File: src/rtl/ex_stage_pipe_if.sv
// Bundle of decode-side, memory-side and result signals around the execute stage.
// The stage uses the slave modport; the surrounding pipeline uses master.
interface ex_stage_pipe_if #(
   parameter int DW = 32,
   parameter int RW = 4,
   parameter int SW = 11
);
   logic          in_valid;
   logic          in_ready;
   logic          flush;
   logic [DW-1:0] data_a;
   logic [DW-1:0] data_b;
   logic [DW-1:0] imm;
   logic          imm_sel;
   logic [RW-1:0] rs_a;
   logic [RW-1:0] rs_b;
   logic [RW-1:0] rd;
   logic          reg_we;
   logic          set_flags;
   logic [3:0]    alu_op;
   logic [2:0]    br_cond;
   logic [DW-1:0] pc;
   logic [DW-1:0] br_imm;
   logic [SW-1:0] ctrl;
   logic [RW-1:0] mem_rd;
   logic          mem_we;
   logic [DW-1:0] mem_data;
   logic          out_valid;
   logic          out_ready;
   logic [DW-1:0] alu_result;
   logic [DW-1:0] write_data;
   logic [DW-1:0] new_pc;
   logic          br_taken;
   logic [RW-1:0] rd_out;
   logic          reg_we_out;
   logic [SW-1:0] ctrl_out;
   logic [3:0]    flags;

   modport master (
      output in_valid, flush, data_a, data_b, imm, imm_sel, rs_a, rs_b, rd,
             reg_we, set_flags, alu_op, br_cond, pc, br_imm, ctrl,
             mem_rd, mem_we, mem_data, out_ready,
      input  in_ready, out_valid, alu_result, write_data, new_pc, br_taken,
             rd_out, reg_we_out, ctrl_out, flags
   );

   modport slave (
      input  in_valid, flush, data_a, data_b, imm, imm_sel, rs_a, rs_b, rd,
             reg_we, set_flags, alu_op, br_cond, pc, br_imm, ctrl,
             mem_rd, mem_we, mem_data, out_ready,
      output in_ready, out_valid, alu_result, write_data, new_pc, br_taken,
             rd_out, reg_we_out, ctrl_out, flags
   );
endinterface

File: src/rtl/ex_stage_pipe.sv
// Execute stage with valid/ready handshake, operand forwarding, NZCV flags and branch
// evaluation. Define EX_STAGE_MUL_EN to build the iterative shift-add multiplier (alu_op 10).
module ex_stage_pipe #(
   parameter int DW = 32,
   parameter int RW = 4,
   parameter int SW = 11
) (
   input  logic           clk,
   input  logic           rst_n,
   ex_stage_pipe_if.slave bus
);
   localparam int SHW = $clog2(DW);

   logic [DW-1:0] alu_result_r;
   logic [DW-1:0] write_data_r;
   logic [DW-1:0] new_pc_r;
   logic          out_valid_r;
   logic          br_taken_r;
   logic [RW-1:0] rd_out_r;
   logic          reg_we_out_r;
   logic [SW-1:0] ctrl_out_r;
   logic [3:0]    flags_r;

   logic          out_free_s;
   logic          in_ready_s;
   logic          accept_s;
   logic          ex_hit_a_s;
   logic          mem_hit_a_s;
   logic          ex_hit_b_s;
   logic          mem_hit_b_s;
   logic [DW-1:0] op_a_s;
   logic [DW-1:0] op_b_s;
   logic [SHW-1:0] shamt_s;
   logic [DW:0]   sum_s;
   logic [DW:0]   diff_s;
   logic [DW-1:0] alu_res_s;
   logic          alu_c_s;
   logic          alu_v_s;
   logic [3:0]    flags_nxt_s;
   logic          ld_en_s;
   logic [DW-1:0] ld_res_s;
   logic [3:0]    ld_flags_s;
   logic          ld_sf_s;
   logic [RW-1:0] ld_rd_s;
   logic          ld_we_s;
   logic [SW-1:0] ld_ctrl_s;
   logic [DW-1:0] ld_wdata_s;
   logic [DW-1:0] ld_pc_s;
   logic          ld_br_s;

`ifdef EX_STAGE_MUL_EN
   typedef enum logic [1:0] {
      ST_IDLE = 2'd0,
      ST_MUL  = 2'd1,
      ST_DONE = 2'd2
   } state_t;

   localparam logic [SHW-1:0] CNT_LAST = SHW'(DW - 1);

   state_t         state_r;
   logic [DW-1:0]  mcand_r;
   logic [DW-1:0]  mplier_r;
   logic [DW-1:0]  acc_r;
   logic [SHW-1:0] cnt_r;
   logic [RW-1:0]  p_rd_r;
   logic           p_we_r;
   logic           p_sf_r;
   logic [SW-1:0]  p_ctrl_r;
   logic [DW-1:0]  p_wdata_r;
   logic [DW-1:0]  p_pc_r;
   logic           p_br_r;
   logic           is_mul_s;
   logic           ld_mul_s;
   logic [DW-1:0]  mul_sum_s;
   logic [DW-1:0]  mul_res_s;
`endif

   function automatic logic br_eval(input logic [2:0] cond, input logic [3:0] f);
      logic n, z, c, v;
      n = f[3];
      z = f[2];
      c = f[1];
      v = f[0];
      case (cond)
         3'd0:    return 1'b0;
         3'd1:    return 1'b1;
         3'd2:    return z;
         3'd3:    return !z;
         3'd4:    return n ^ v;
         3'd5:    return !(n ^ v);
         3'd6:    return c;
         3'd7:    return !c;
         default: return 1'b0;
      endcase
   endfunction

   // Handshake: the stage only takes work when idle and the output slot can drain
   always_comb begin
      out_free_s = !out_valid_r || bus.out_ready;
`ifdef EX_STAGE_MUL_EN
      in_ready_s = (state_r == ST_IDLE) && out_free_s;
`else
      in_ready_s = out_free_s;
`endif
      accept_s   = bus.in_valid && in_ready_s && !bus.flush;
   end

   // Operand forwarding; the execute-stage result wins over the memory stage
   always_comb begin
      ex_hit_a_s  = (bus.rs_a != {RW{1'b0}}) && out_valid_r && reg_we_out_r && (rd_out_r == bus.rs_a);
      mem_hit_a_s = (bus.rs_a != {RW{1'b0}}) && bus.mem_we && (bus.mem_rd == bus.rs_a);
      ex_hit_b_s  = (bus.rs_b != {RW{1'b0}}) && out_valid_r && reg_we_out_r && (rd_out_r == bus.rs_b);
      mem_hit_b_s = (bus.rs_b != {RW{1'b0}}) && bus.mem_we && (bus.mem_rd == bus.rs_b);
      if (ex_hit_a_s) begin
         op_a_s = alu_result_r;
      end else if (mem_hit_a_s) begin
         op_a_s = bus.mem_data;
      end else begin
         op_a_s = bus.data_a;
      end
      if (bus.imm_sel) begin
         op_b_s = bus.imm;
      end else if (ex_hit_b_s) begin
         op_b_s = alu_result_r;
      end else if (mem_hit_b_s) begin
         op_b_s = bus.mem_data;
      end else begin
         op_b_s = bus.data_b;
      end
   end

   // Single-cycle ALU and the flag values it would produce
   always_comb begin
      shamt_s   = op_b_s[SHW-1:0];
      sum_s     = {1'b0, op_a_s} + {1'b0, op_b_s};
      diff_s    = {1'b0, op_a_s} + {1'b0, ~op_b_s} + {{DW{1'b0}}, 1'b1};
      alu_res_s = {DW{1'b0}};
      alu_c_s   = 1'b0;
      alu_v_s   = 1'b0;
      case (bus.alu_op)
         4'd0: begin
            alu_res_s = sum_s[DW-1:0];
            alu_c_s   = sum_s[DW];
            alu_v_s   = (op_a_s[DW-1] == op_b_s[DW-1]) && (sum_s[DW-1] != op_a_s[DW-1]);
         end
         4'd1: begin
            alu_res_s = diff_s[DW-1:0];
            alu_c_s   = diff_s[DW];
            alu_v_s   = (op_a_s[DW-1] != op_b_s[DW-1]) && (diff_s[DW-1] != op_a_s[DW-1]);
         end
         4'd2:    alu_res_s = op_a_s & op_b_s;
         4'd3:    alu_res_s = op_a_s | op_b_s;
         4'd4:    alu_res_s = op_a_s ^ op_b_s;
         4'd5:    alu_res_s = op_a_s << shamt_s;
         4'd6:    alu_res_s = op_a_s >> shamt_s;
         4'd7:    alu_res_s = $unsigned($signed(op_a_s) >>> shamt_s);
         4'd8:    alu_res_s = {{(DW-1){1'b0}}, ($signed(op_a_s) < $signed(op_b_s))};
         4'd9:    alu_res_s = op_b_s;
         default: alu_res_s = {DW{1'b0}};
      endcase
      flags_nxt_s = {alu_res_s[DW-1], (alu_res_s == {DW{1'b0}}), alu_c_s, alu_v_s};
   end

`ifdef EX_STAGE_MUL_EN
   // Multiplier datapath; a finished product waits in acc_r while in DONE
   always_comb begin
      is_mul_s  = (bus.alu_op == 4'd10);
      mul_sum_s = acc_r + (mplier_r[0] ? mcand_r : {DW{1'b0}});
      if (state_r == ST_DONE) begin
         mul_res_s = acc_r;
      end else begin
         mul_res_s = mul_sum_s;
      end
   end
`endif

   // Select what the output register loads this cycle: a fresh op or a finished product
   always_comb begin
      ld_en_s    = 1'b0;
      ld_res_s   = alu_res_s;
      ld_flags_s = flags_nxt_s;
      ld_sf_s    = bus.set_flags;
      ld_rd_s    = bus.rd;
      ld_we_s    = bus.reg_we;
      ld_ctrl_s  = bus.ctrl;
      ld_wdata_s = op_a_s;
      ld_pc_s    = bus.pc + bus.br_imm;
      ld_br_s    = br_eval(bus.br_cond, flags_r);
`ifdef EX_STAGE_MUL_EN
      ld_mul_s   = 1'b0;
      case (state_r)
         ST_IDLE: ld_en_s = accept_s && !is_mul_s;
         ST_MUL: begin
            ld_en_s  = (cnt_r == CNT_LAST) && out_free_s;
            ld_mul_s = 1'b1;
         end
         ST_DONE: begin
            ld_en_s  = out_free_s;
            ld_mul_s = 1'b1;
         end
         default: ld_en_s = 1'b0;
      endcase
      if (ld_mul_s) begin
         ld_res_s   = mul_res_s;
         ld_flags_s = {mul_res_s[DW-1], (mul_res_s == {DW{1'b0}}), 2'b00};
         ld_sf_s    = p_sf_r;
         ld_rd_s    = p_rd_r;
         ld_we_s    = p_we_r;
         ld_ctrl_s  = p_ctrl_r;
         ld_wdata_s = p_wdata_r;
         ld_pc_s    = p_pc_r;
         ld_br_s    = p_br_r;
      end else begin
         ld_res_s   = alu_res_s;
      end
`else
      ld_en_s    = accept_s;
`endif
   end

   // Output register, flags and multiplier sequencer; flush beats any accept
   always_ff @(posedge clk or negedge rst_n) begin
      if (!rst_n) begin
         out_valid_r  <= 1'b0;
         alu_result_r <= {DW{1'b0}};
         write_data_r <= {DW{1'b0}};
         new_pc_r     <= {DW{1'b0}};
         br_taken_r   <= 1'b0;
         rd_out_r     <= {RW{1'b0}};
         reg_we_out_r <= 1'b0;
         ctrl_out_r   <= {SW{1'b0}};
         flags_r      <= 4'b0000;
`ifdef EX_STAGE_MUL_EN
         state_r      <= ST_IDLE;
         mcand_r      <= {DW{1'b0}};
         mplier_r     <= {DW{1'b0}};
         acc_r        <= {DW{1'b0}};
         cnt_r        <= {SHW{1'b0}};
         p_rd_r       <= {RW{1'b0}};
         p_we_r       <= 1'b0;
         p_sf_r       <= 1'b0;
         p_ctrl_r     <= {SW{1'b0}};
         p_wdata_r    <= {DW{1'b0}};
         p_pc_r       <= {DW{1'b0}};
         p_br_r       <= 1'b0;
`endif
      end else if (bus.flush) begin
         out_valid_r  <= 1'b0;
         reg_we_out_r <= 1'b0;
         br_taken_r   <= 1'b0;
`ifdef EX_STAGE_MUL_EN
         state_r      <= ST_IDLE;
`endif
      end else begin
         if (ld_en_s) begin
            out_valid_r  <= 1'b1;
            alu_result_r <= ld_res_s;
            write_data_r <= ld_wdata_s;
            new_pc_r     <= ld_pc_s;
            br_taken_r   <= ld_br_s;
            rd_out_r     <= ld_rd_s;
            reg_we_out_r <= ld_we_s;
            ctrl_out_r   <= ld_ctrl_s;
            if (ld_sf_s) begin
               flags_r <= ld_flags_s;
            end
         end else if (bus.out_ready) begin
            out_valid_r <= 1'b0;
         end
`ifdef EX_STAGE_MUL_EN
         case (state_r)
            ST_IDLE: begin
               if (accept_s && is_mul_s) begin
                  state_r   <= ST_MUL;
                  mcand_r   <= op_a_s;
                  mplier_r  <= op_b_s;
                  acc_r     <= {DW{1'b0}};
                  cnt_r     <= {SHW{1'b0}};
                  p_rd_r    <= bus.rd;
                  p_we_r    <= bus.reg_we;
                  p_sf_r    <= bus.set_flags;
                  p_ctrl_r  <= bus.ctrl;
                  p_wdata_r <= op_a_s;
                  p_pc_r    <= bus.pc + bus.br_imm;
                  p_br_r    <= br_eval(bus.br_cond, flags_r);
               end
            end
            ST_MUL: begin
               acc_r    <= mul_sum_s;
               mcand_r  <= mcand_r << 1;
               mplier_r <= mplier_r >> 1;
               cnt_r    <= cnt_r + SHW'(1);
               if (cnt_r == CNT_LAST) begin
                  state_r <= out_free_s ? ST_IDLE : ST_DONE;
               end
            end
            ST_DONE: begin
               if (out_free_s) begin
                  state_r <= ST_IDLE;
               end
            end
            default: state_r <= ST_IDLE;
         endcase
`endif
      end
   end

   assign bus.in_ready   = in_ready_s;
   assign bus.out_valid  = out_valid_r;
   assign bus.alu_result = alu_result_r;
   assign bus.write_data = write_data_r;
   assign bus.new_pc     = new_pc_r;
   assign bus.br_taken   = br_taken_r;
   assign bus.rd_out     = rd_out_r;
   assign bus.reg_we_out = reg_we_out_r;
   assign bus.ctrl_out   = ctrl_out_r;
   assign bus.flags      = flags_r;
endmodule

File: src/flat_wrapper.sv
// flat-port wrapper written by rule: the top's interface ports become plain ports
module ex_stage_pipe_flat 
#(
   parameter int DW = 32,
   parameter int RW = 4,
   parameter int SW = 11
)
  (clk, rst_n, bus_in_valid, bus_flush, bus_data_a, bus_data_b, bus_imm, bus_imm_sel, bus_rs_a, bus_rs_b, bus_rd, bus_reg_we, bus_set_flags, bus_alu_op, bus_br_cond, bus_pc, bus_br_imm, bus_ctrl, bus_mem_rd, bus_mem_we, bus_mem_data, bus_out_ready, bus_in_ready, bus_out_valid, bus_alu_result, bus_write_data, bus_new_pc, bus_br_taken, bus_rd_out, bus_reg_we_out, bus_ctrl_out, bus_flags);
  ex_stage_pipe_if #(.DW(DW), .RW(RW), .SW(SW)) bus_i ();
  input  logic clk;
  input  logic rst_n;
  input wire logic [$bits(bus_i.in_valid)-1:0] bus_in_valid;
  input wire logic [$bits(bus_i.flush)-1:0] bus_flush;
  input wire logic [$bits(bus_i.data_a)-1:0] bus_data_a;
  input wire logic [$bits(bus_i.data_b)-1:0] bus_data_b;
  input wire logic [$bits(bus_i.imm)-1:0] bus_imm;
  input wire logic [$bits(bus_i.imm_sel)-1:0] bus_imm_sel;
  input wire logic [$bits(bus_i.rs_a)-1:0] bus_rs_a;
  input wire logic [$bits(bus_i.rs_b)-1:0] bus_rs_b;
  input wire logic [$bits(bus_i.rd)-1:0] bus_rd;
  input wire logic [$bits(bus_i.reg_we)-1:0] bus_reg_we;
  input wire logic [$bits(bus_i.set_flags)-1:0] bus_set_flags;
  input wire logic [$bits(bus_i.alu_op)-1:0] bus_alu_op;
  input wire logic [$bits(bus_i.br_cond)-1:0] bus_br_cond;
  input wire logic [$bits(bus_i.pc)-1:0] bus_pc;
  input wire logic [$bits(bus_i.br_imm)-1:0] bus_br_imm;
  input wire logic [$bits(bus_i.ctrl)-1:0] bus_ctrl;
  input wire logic [$bits(bus_i.mem_rd)-1:0] bus_mem_rd;
  input wire logic [$bits(bus_i.mem_we)-1:0] bus_mem_we;
  input wire logic [$bits(bus_i.mem_data)-1:0] bus_mem_data;
  input wire logic [$bits(bus_i.out_ready)-1:0] bus_out_ready;
  output wire logic [$bits(bus_i.in_ready)-1:0] bus_in_ready;
  output wire logic [$bits(bus_i.out_valid)-1:0] bus_out_valid;
  output wire logic [$bits(bus_i.alu_result)-1:0] bus_alu_result;
  output wire logic [$bits(bus_i.write_data)-1:0] bus_write_data;
  output wire logic [$bits(bus_i.new_pc)-1:0] bus_new_pc;
  output wire logic [$bits(bus_i.br_taken)-1:0] bus_br_taken;
  output wire logic [$bits(bus_i.rd_out)-1:0] bus_rd_out;
  output wire logic [$bits(bus_i.reg_we_out)-1:0] bus_reg_we_out;
  output wire logic [$bits(bus_i.ctrl_out)-1:0] bus_ctrl_out;
  output wire logic [$bits(bus_i.flags)-1:0] bus_flags;
  assign bus_i.in_valid = bus_in_valid;
  assign bus_i.flush = bus_flush;
  assign bus_i.data_a = bus_data_a;
  assign bus_i.data_b = bus_data_b;
  assign bus_i.imm = bus_imm;
  assign bus_i.imm_sel = bus_imm_sel;
  assign bus_i.rs_a = bus_rs_a;
  assign bus_i.rs_b = bus_rs_b;
  assign bus_i.rd = bus_rd;
  assign bus_i.reg_we = bus_reg_we;
  assign bus_i.set_flags = bus_set_flags;
  assign bus_i.alu_op = bus_alu_op;
  assign bus_i.br_cond = bus_br_cond;
  assign bus_i.pc = bus_pc;
  assign bus_i.br_imm = bus_br_imm;
  assign bus_i.ctrl = bus_ctrl;
  assign bus_i.mem_rd = bus_mem_rd;
  assign bus_i.mem_we = bus_mem_we;
  assign bus_i.mem_data = bus_mem_data;
  assign bus_i.out_ready = bus_out_ready;
  assign bus_in_ready = bus_i.in_ready;
  assign bus_out_valid = bus_i.out_valid;
  assign bus_alu_result = bus_i.alu_result;
  assign bus_write_data = bus_i.write_data;
  assign bus_new_pc = bus_i.new_pc;
  assign bus_br_taken = bus_i.br_taken;
  assign bus_rd_out = bus_i.rd_out;
  assign bus_reg_we_out = bus_i.reg_we_out;
  assign bus_ctrl_out = bus_i.ctrl_out;
  assign bus_flags = bus_i.flags;
  ex_stage_pipe #(.DW(DW), .RW(RW), .SW(SW)) u_core (.clk(clk), .rst_n(rst_n), .bus(bus_i));
endmodule
File: config.mk
export PLATFORM = sky130hd
export DESIGN_NAME = ex_stage_pipe_flat
export DESIGN_NICKNAME = d
export VERILOG_FILES = /design/src/rtl/ex_stage_pipe_if.sv /design/src/rtl/ex_stage_pipe.sv /design/src/flat_wrapper.sv
export SDC_FILE = /design/constraint.sdc
export NUM_CORES = 1
export LEC_CHECK = 0
export CAP_MARGIN = 20
export CELL_PAD_IN_SITES_DETAIL_PLACEMENT = 1
export CELL_PAD_IN_SITES_GLOBAL_PLACEMENT = 1
export CORE_AREA = 4 4 248 250
export DETAILED_ROUTE_END_ITERATION = 8
export DIE_AREA = 0 0 252 254
export GPL_TIMING_DRIVEN = 0
export PLACE_DENSITY = 0.76
export SLEW_MARGIN = 40
export SYNTH_ARGS = -nofsm -noshare
export SYNTH_HDL_FRONTEND = slang
export SYNTH_SLANG_ARGS = --single-unit
File: constraint.sdc
create_clock -name clk -period 6.4 [get_ports clk]
set_input_delay 0.96 -clock clk [delete_from_list [all_inputs] [get_ports clk]]
set_output_delay 0.96 -clock clk [all_outputs]
set_load 0.005 [all_outputs]
# After elaboration in Yosys (flattened, before gate mapping)
# Index checks and enable logic that the tools add are counted.
# classes
muxes	16
n_lt_le_gt_ge	1
n_shift	3
mul	0
add_sub_neg	4
n_reduce_logical	29
div	0
bitwise	6
n_eq_ne	24
# ops
operator	count
$pmux 32 s10	1
$mux 32	5
$add 32x32->33	2
$add 33x1->33 const B	1
$add 32x32->32	1
$and 32x32->32	1
$logic_not 32->1	1
$lt 32x32->1	1
$not 32->32	1
$or 32x32->32	1
$shl 32x5->32	1
$shr 32x5->32	1
$sshr 32x5->32	1
$xor 32x32->32	1
$eq 4x3->1 const B	4
$eq 4x4->1	4
$logic_and 1x1->1	14
$eq 3x3->1 const B	4
$eq 4x2->1 const B	2
$eq 4x4->1 const B	2
$pmux 1 s8	1
$reduce_bool 4->1	2
$mux 1	7
$eq 3x2->1 const B	2
15 further kinds	22
# totals
latchBits	0
input_bits	235
ramBits	0
ff_bits	118
word_cells	92
mem_count	0
romBits	0

# Depth between registers and ports, before layout
# depth
word_depth	12
ltp_mapped	27
depth_no_buf	22

# Worst setup path before layout
# No wires, ideal clock.
# synth_timing
kind	input -> register
startpoint	in bus_mem_rd[0]
endpoint	reg u_core.flags_r[2] (netlist: u_core.bus.flags[2])
required_ns	6.308
cell_stages	24
path_slack_ns	-0.356
setup_ns	0.092
arrival_time_ns	6.665
cell_sequence	xnor2_1 > nand4_4 > nor2_1 > buf_2 > buf_1 > mux2i_1 > a21oi_1 > mux2_2 > ha_1 > clkbuf_1 > or3_1 > o21ai_0 > a21oi_1 > a2111oi_2 > o311a_1 > nor3_1 > nor4_1 > nor2_1 > nor3_1 > nor3_1 > nor4b_1 > nand2_1 > or4_1 > o31ai_2
# synth_between
elab_chain_cells	10
elab_cells_between_ends	22
cone_classes	add/sub (3); order compare (1); eq/ne (2); shift (3); mux (6); bitwise (4); reduce/logical (3)
# synth_lines
element	line	text
start: declaration	flat_wrapper.sv:28	input wire logic [$bits(bus_i.mem_rd)-1:0] bus_mem_rd;
$eq 4x4->1	ex_stage_pipe.sv:113	mem_hit_b_s = (bus.rs_b != {RW{1'b0}}) && bus.mem_we && (bus.mem_rd == bus.rs_b);
$logic_and 1x1->1	ex_stage_pipe.sv:113	
$mux 32	ex_stage_pipe.sv:125	end else if (mem_hit_b_s) begin
$mux 32	ex_stage_pipe.sv:123	end else if (ex_hit_b_s) begin
$mux 32	ex_stage_pipe.sv:121	if (bus.imm_sel) begin
$not 32->32	ex_stage_pipe.sv:136	diff_s = {1'b0, op_a_s} + {1'b0, ~op_b_s} + {{DW{1'b0}}, 1'b1};
$add 32x32->33	ex_stage_pipe.sv:136	
$add 33x1->33	ex_stage_pipe.sv:136	
$pmux 32 s10 *	ex_stage_pipe.sv:140	case (bus.alu_op)
$logic_not 32->1 *	ex_stage_pipe.sv:161	flags_nxt_s = {alu_res_s[DW-1], (alu_res_s == {DW{1'b0}}), alu_c_s, alu_v_s};
end signal: assignment	ex_stage_pipe.sv:265	flags_r <= ld_flags_s;
end: declaration	ex_stage_pipe.sv:22	logic [3:0] flags_r;
# Mark *: on every way between the ends. The rest lies on a longest branch, timed or not.
# A chain may end at the register's enable or synchronous reset.

# Worst setup path in the final report
# layout_timing
startpoint	in bus_rs_a[3]
endpoint	reg u_core.flags_r[2] (netlist: u_core.bus.flags[2])
# layout_between
elab_chain_cells	9
elab_cells_between_ends	22
cone_classes	add/sub (3); order compare (1); eq/ne (2); shift (3); mux (3); bitwise (3); reduce/logical (7)
# layout_lines
element	line	text
start: declaration	flat_wrapper.sv:18	input wire logic [$bits(bus_i.rs_a)-1:0] bus_rs_a;
$reduce_bool 4->1	ex_stage_pipe.sv:110, ex_stage_pipe.sv:111	
$logic_and 1x1->1, on equally long branches (2 in series)	ex_stage_pipe.sv:111, ex_stage_pipe.sv:110	
$mux 32 or $logic_and 1x1->1 (tied branches)	ex_stage_pipe.sv:116, ex_stage_pipe.sv:110	
$mux 32 *	ex_stage_pipe.sv:114	if (ex_hit_a_s) begin
named net u_core.ld_wdata_s[0]	ex_stage_pipe.sv:47	logic [DW-1:0] ld_wdata_s;
$add 32x32->33	ex_stage_pipe.sv:136	
$add 33x1->33	ex_stage_pipe.sv:136	
$pmux 32 s10 *	ex_stage_pipe.sv:140	
$logic_not 32->1 *	ex_stage_pipe.sv:161	
# Mark *: on every way through the listed nets, which the timed path passes. The rest lies on a longest branch.

==> metrics <==
status=complete, but fails checks; failing checks=setup timing; GRT Total Usage=46.6%; Placed Cells incl. Taps=3640; H-tree lvl count=4; P_leak=~10 nW; ANT nets after route=0; first-pass GRT wire length=210000 um; Synth cell types=100; largest cells by area after synthesis=dfrtp_1 17%, ha_1 9.4%, o21ai_0 7.3%; area leader, netlist=dfrtp_1; Routed WL=159000 um; Syn Area/Cell=about 7.1 um^2; nets@finish=3328; Syn. warnings=0; crit path time final=6.79 ns; Inserted Clock Buffers=17; Worst-Margin Slew=1.35 ns; vias in the first global route=roughly 27000; Pre-antenna DRT Iters=8; max-slew violations=0; CTS clock-pin slew for the worst setup and hold paths=0.09 ns; Critical Path Start Type=input port; worst-case clock buffer depth=2; cell with the most instances after synthesis=nand2_1; ys async rst share=100%; DRT iter0 DRCs=3542; Synth top cells by count=300 x nand2_1, 258 x o21ai_0, 183 x a21oi_1; CP startpoint=bus_rs_a[3]; crit path capture type=flip-flop; # fillers=7130; Tcrit/Tclk final=106%; maximum VDD drop=0.234 mV; initial cell density of the core=slightly below 30%; synthesized flop and latch total=118; Std-Cell Rows=89; die height=between 200 and 300 um; via-per-instance ratio=just over 7; fraction of layout cells with a size suffix above 1=between 10% and 20%; Skew-Pair Late Insertion Delay=about 0.52 ns; via count=26500; setup total negative slack=-0.459 ns; RSZ-0062 raised after global routing=true; Hold Crit Class=in -> async; sequential fraction of the synthesis area=16.8%; I/O Buffers=349; CP required=about 6.8 ns; Clock Tree Root=clkbuf_16; fin cells=3758; Main synth FF type=dfrtp_1; fmax=between 0.1 and 0.15 GHz; crit path kind=in -> reg; GP Congestion=1.10; CTS tree=yes; clk_skew=0.0252 ns; Power Dens Cells=211 mW/mm^2; EDFF count, synth=0; I/O pin count=354; full die area=~0.064 mm^2; wire length per cell=42.2 um; Synth Instances=2491; largest net degree at the start of global routing=62; Overflow after GRT=0; Post-DP HPWL=121000 um; Worst slew margin=8.77%; max-cap viol count=0; core area=0.0590 mm^2; chip width=252 um; antenna violations before repair=14; Yosys top cell area share=16.8%; post-layout util=43.8%; Synth Cell Area=0.0176 mm^2; setup ws final=-0.391 ns; Hold Violations, Final=0; Syn Nets=2861; TritonCTS Sinks=between 100 and 150; RR Startpoint=u_core.bus.rd_out[3]$_DFFE_PN0P_; Area Growth Syn to Fin=46.9%; crit-path max FO=6; Final setup viols=3; critical path data arrival time=7.20 ns; DRC=0
## metrics by stage
stage	power (mW)	hold slack, ns	setup WS, ns	instance area (um^2)
3_5_place_dp	3.75	0.470	-3.61	23000
2_1_floorplan	2.23	0.470	0.0288	17600
6_report	5.46	0.380	-0.391	25900
3_3_place_gp	3.64	0.462	-4.84	22100
5_1_grt	5.55	0.415	-0.348	25800
4_1_cts	5.17	0.411	-0.0962	25400
## logic make-up after synthesis
kind of cell / count (synthesis) / share of synthesized area (%)
mux: 72 / 5.00
buf+inv: 299 / 7.28
flops: 118 / 16.8
compound gates: 930 / 35.0
xor+xnor: 53 / 2.64
simple gates: 884 / 23.6
fa+ha+maj: 135 / 9.73
## flip-flops by register name, summed over array words and instances (netlist names)
name,count
u_core.bus.reg_we_out,1
u_core.bus.alu_result,32
u_core.bus.write_data,32
u_core.bus.flags,4
u_core.bus.out_valid,1
u_core.bus.ctrl_out,11
u_core.bus.new_pc,32
u_core.bus.rd_out,4
u_core.bus.br_taken,1
## layout make-up
cell class | count | area [um^2] | area share (%)
buffer | 170 | 1170 | 4.54
antenna | 14 | 35.0 | 0.135
tap | 773 | 967 | 3.74
timing repair buffer | 470 | 4560 | 17.7
clock buffer | 19 | 443 | 1.71
inverter | 106 | 420 | 1.63
multi-input combinational | 2075 | 15100 | 58.3
clock inverter | 13 | 220 | 0.852
sequential | 118 | 2950 | 11.4
## report_power, final
part	internal, mW	switching, mW	leakage (nW)	total, mW
registers	0.891	0.206	1.47	1.10
logic	1.17	1.99	8.30	3.16
clock network	0.707	0.491	0.316	1.20
total	2.77	2.68	10.1	5.46
## cells in the final DEF (no fill, tap or decap), types with 20 or more instances in the layout
master,synthesis,routed
clkdlybuf4s50_1,0,335
nand2_1,300,296
o21ai_0,258,243
nor2_1,171,164
a21oi_1,183,163
nand3_1,143,142
ha_1,132,119
dfrtp_1,118,117
buf_4,9,109
inv_1,101,96
nor3_1,96,86
clkbuf_1,109,72
a211oi_1,56,45
o211ai_1,43,43
mux2i_1,43,39
buf_6,8,29
buf_2,48,29
xnor2_1,39,29
a31oi_4,0,26
o21ai_1,17,26
a221oi_1,30,25
and2_1,26,24
a21o_1,24,24
clkbuf_2,0,21
nand4_1,21,21
o221ai_1,23,21
a32oi_1,21,20
## layer usage
layer	wire, um	vias up	global-route usage, %
met4	16600	8	36.2
met2	65500	2283	69.3
li1	-	10300	-
met5	78	-	0
met3	20500	831	16.9
met1	56100	13100	54.3
## worst max-delay path: stages
cell	delay, ns
dlymetal6s2s_1	0.19
xnor2_1	0.25
nand4_1	0.20
or2_1	0.30
buf_6	0.17
buf_12	0.14
a31oi_4	0.22
clkinvlp_4	0.26
ha_4	0.25
fa_2	0.45
or2_4	0.27
a21oi_4	0.17
o211ai_1	0.20
a21oi_2	0.26
nor3_4	0.08
o21a_1	0.21
o31ai_4	0.50
o2111ai_4	0.32
a2111oi_4	0.43
nand4_1	0.20
nor4_4	0.55
and4_1	0.30
nand2_2	0.07
o31ai_2	0.22
## path summary, 6_finish.rpt
path	to	slack (ns)	cells past startpoint
worst max-delay path	u_core.bus.flags[2]$_DFFE_PN0P_	-0.39	24
worst min-delay path	u_core.bus.write_data[7]$_DFFE_PN0P_	0.38	1
worst max register to register	u_core.bus.flags[2]$_DFFE_PN0P_	-0.30	23
worst min register to register	u_core.bus.write_data[15]$_DFFE_PN0P_	0.48	2
max in group asynchronous	u_core.bus.new_pc[9]$_DFFE_PN0P_	5.18	2
min in group clk	u_core.bus.write_data[15]$_DFFE_PN0P_	0.48	2
## what timing repair did
item | 4_1_cts | 5_1_grt
gates resized for setup | 328 | 107
cloned | 1 | 1
hold buffers | 0 | 0
buffers inserted | 63 | 30
setup endpoints to repair | 35 | 6
pin swaps | 65 | 62
(Power assumes the default switching activity.)
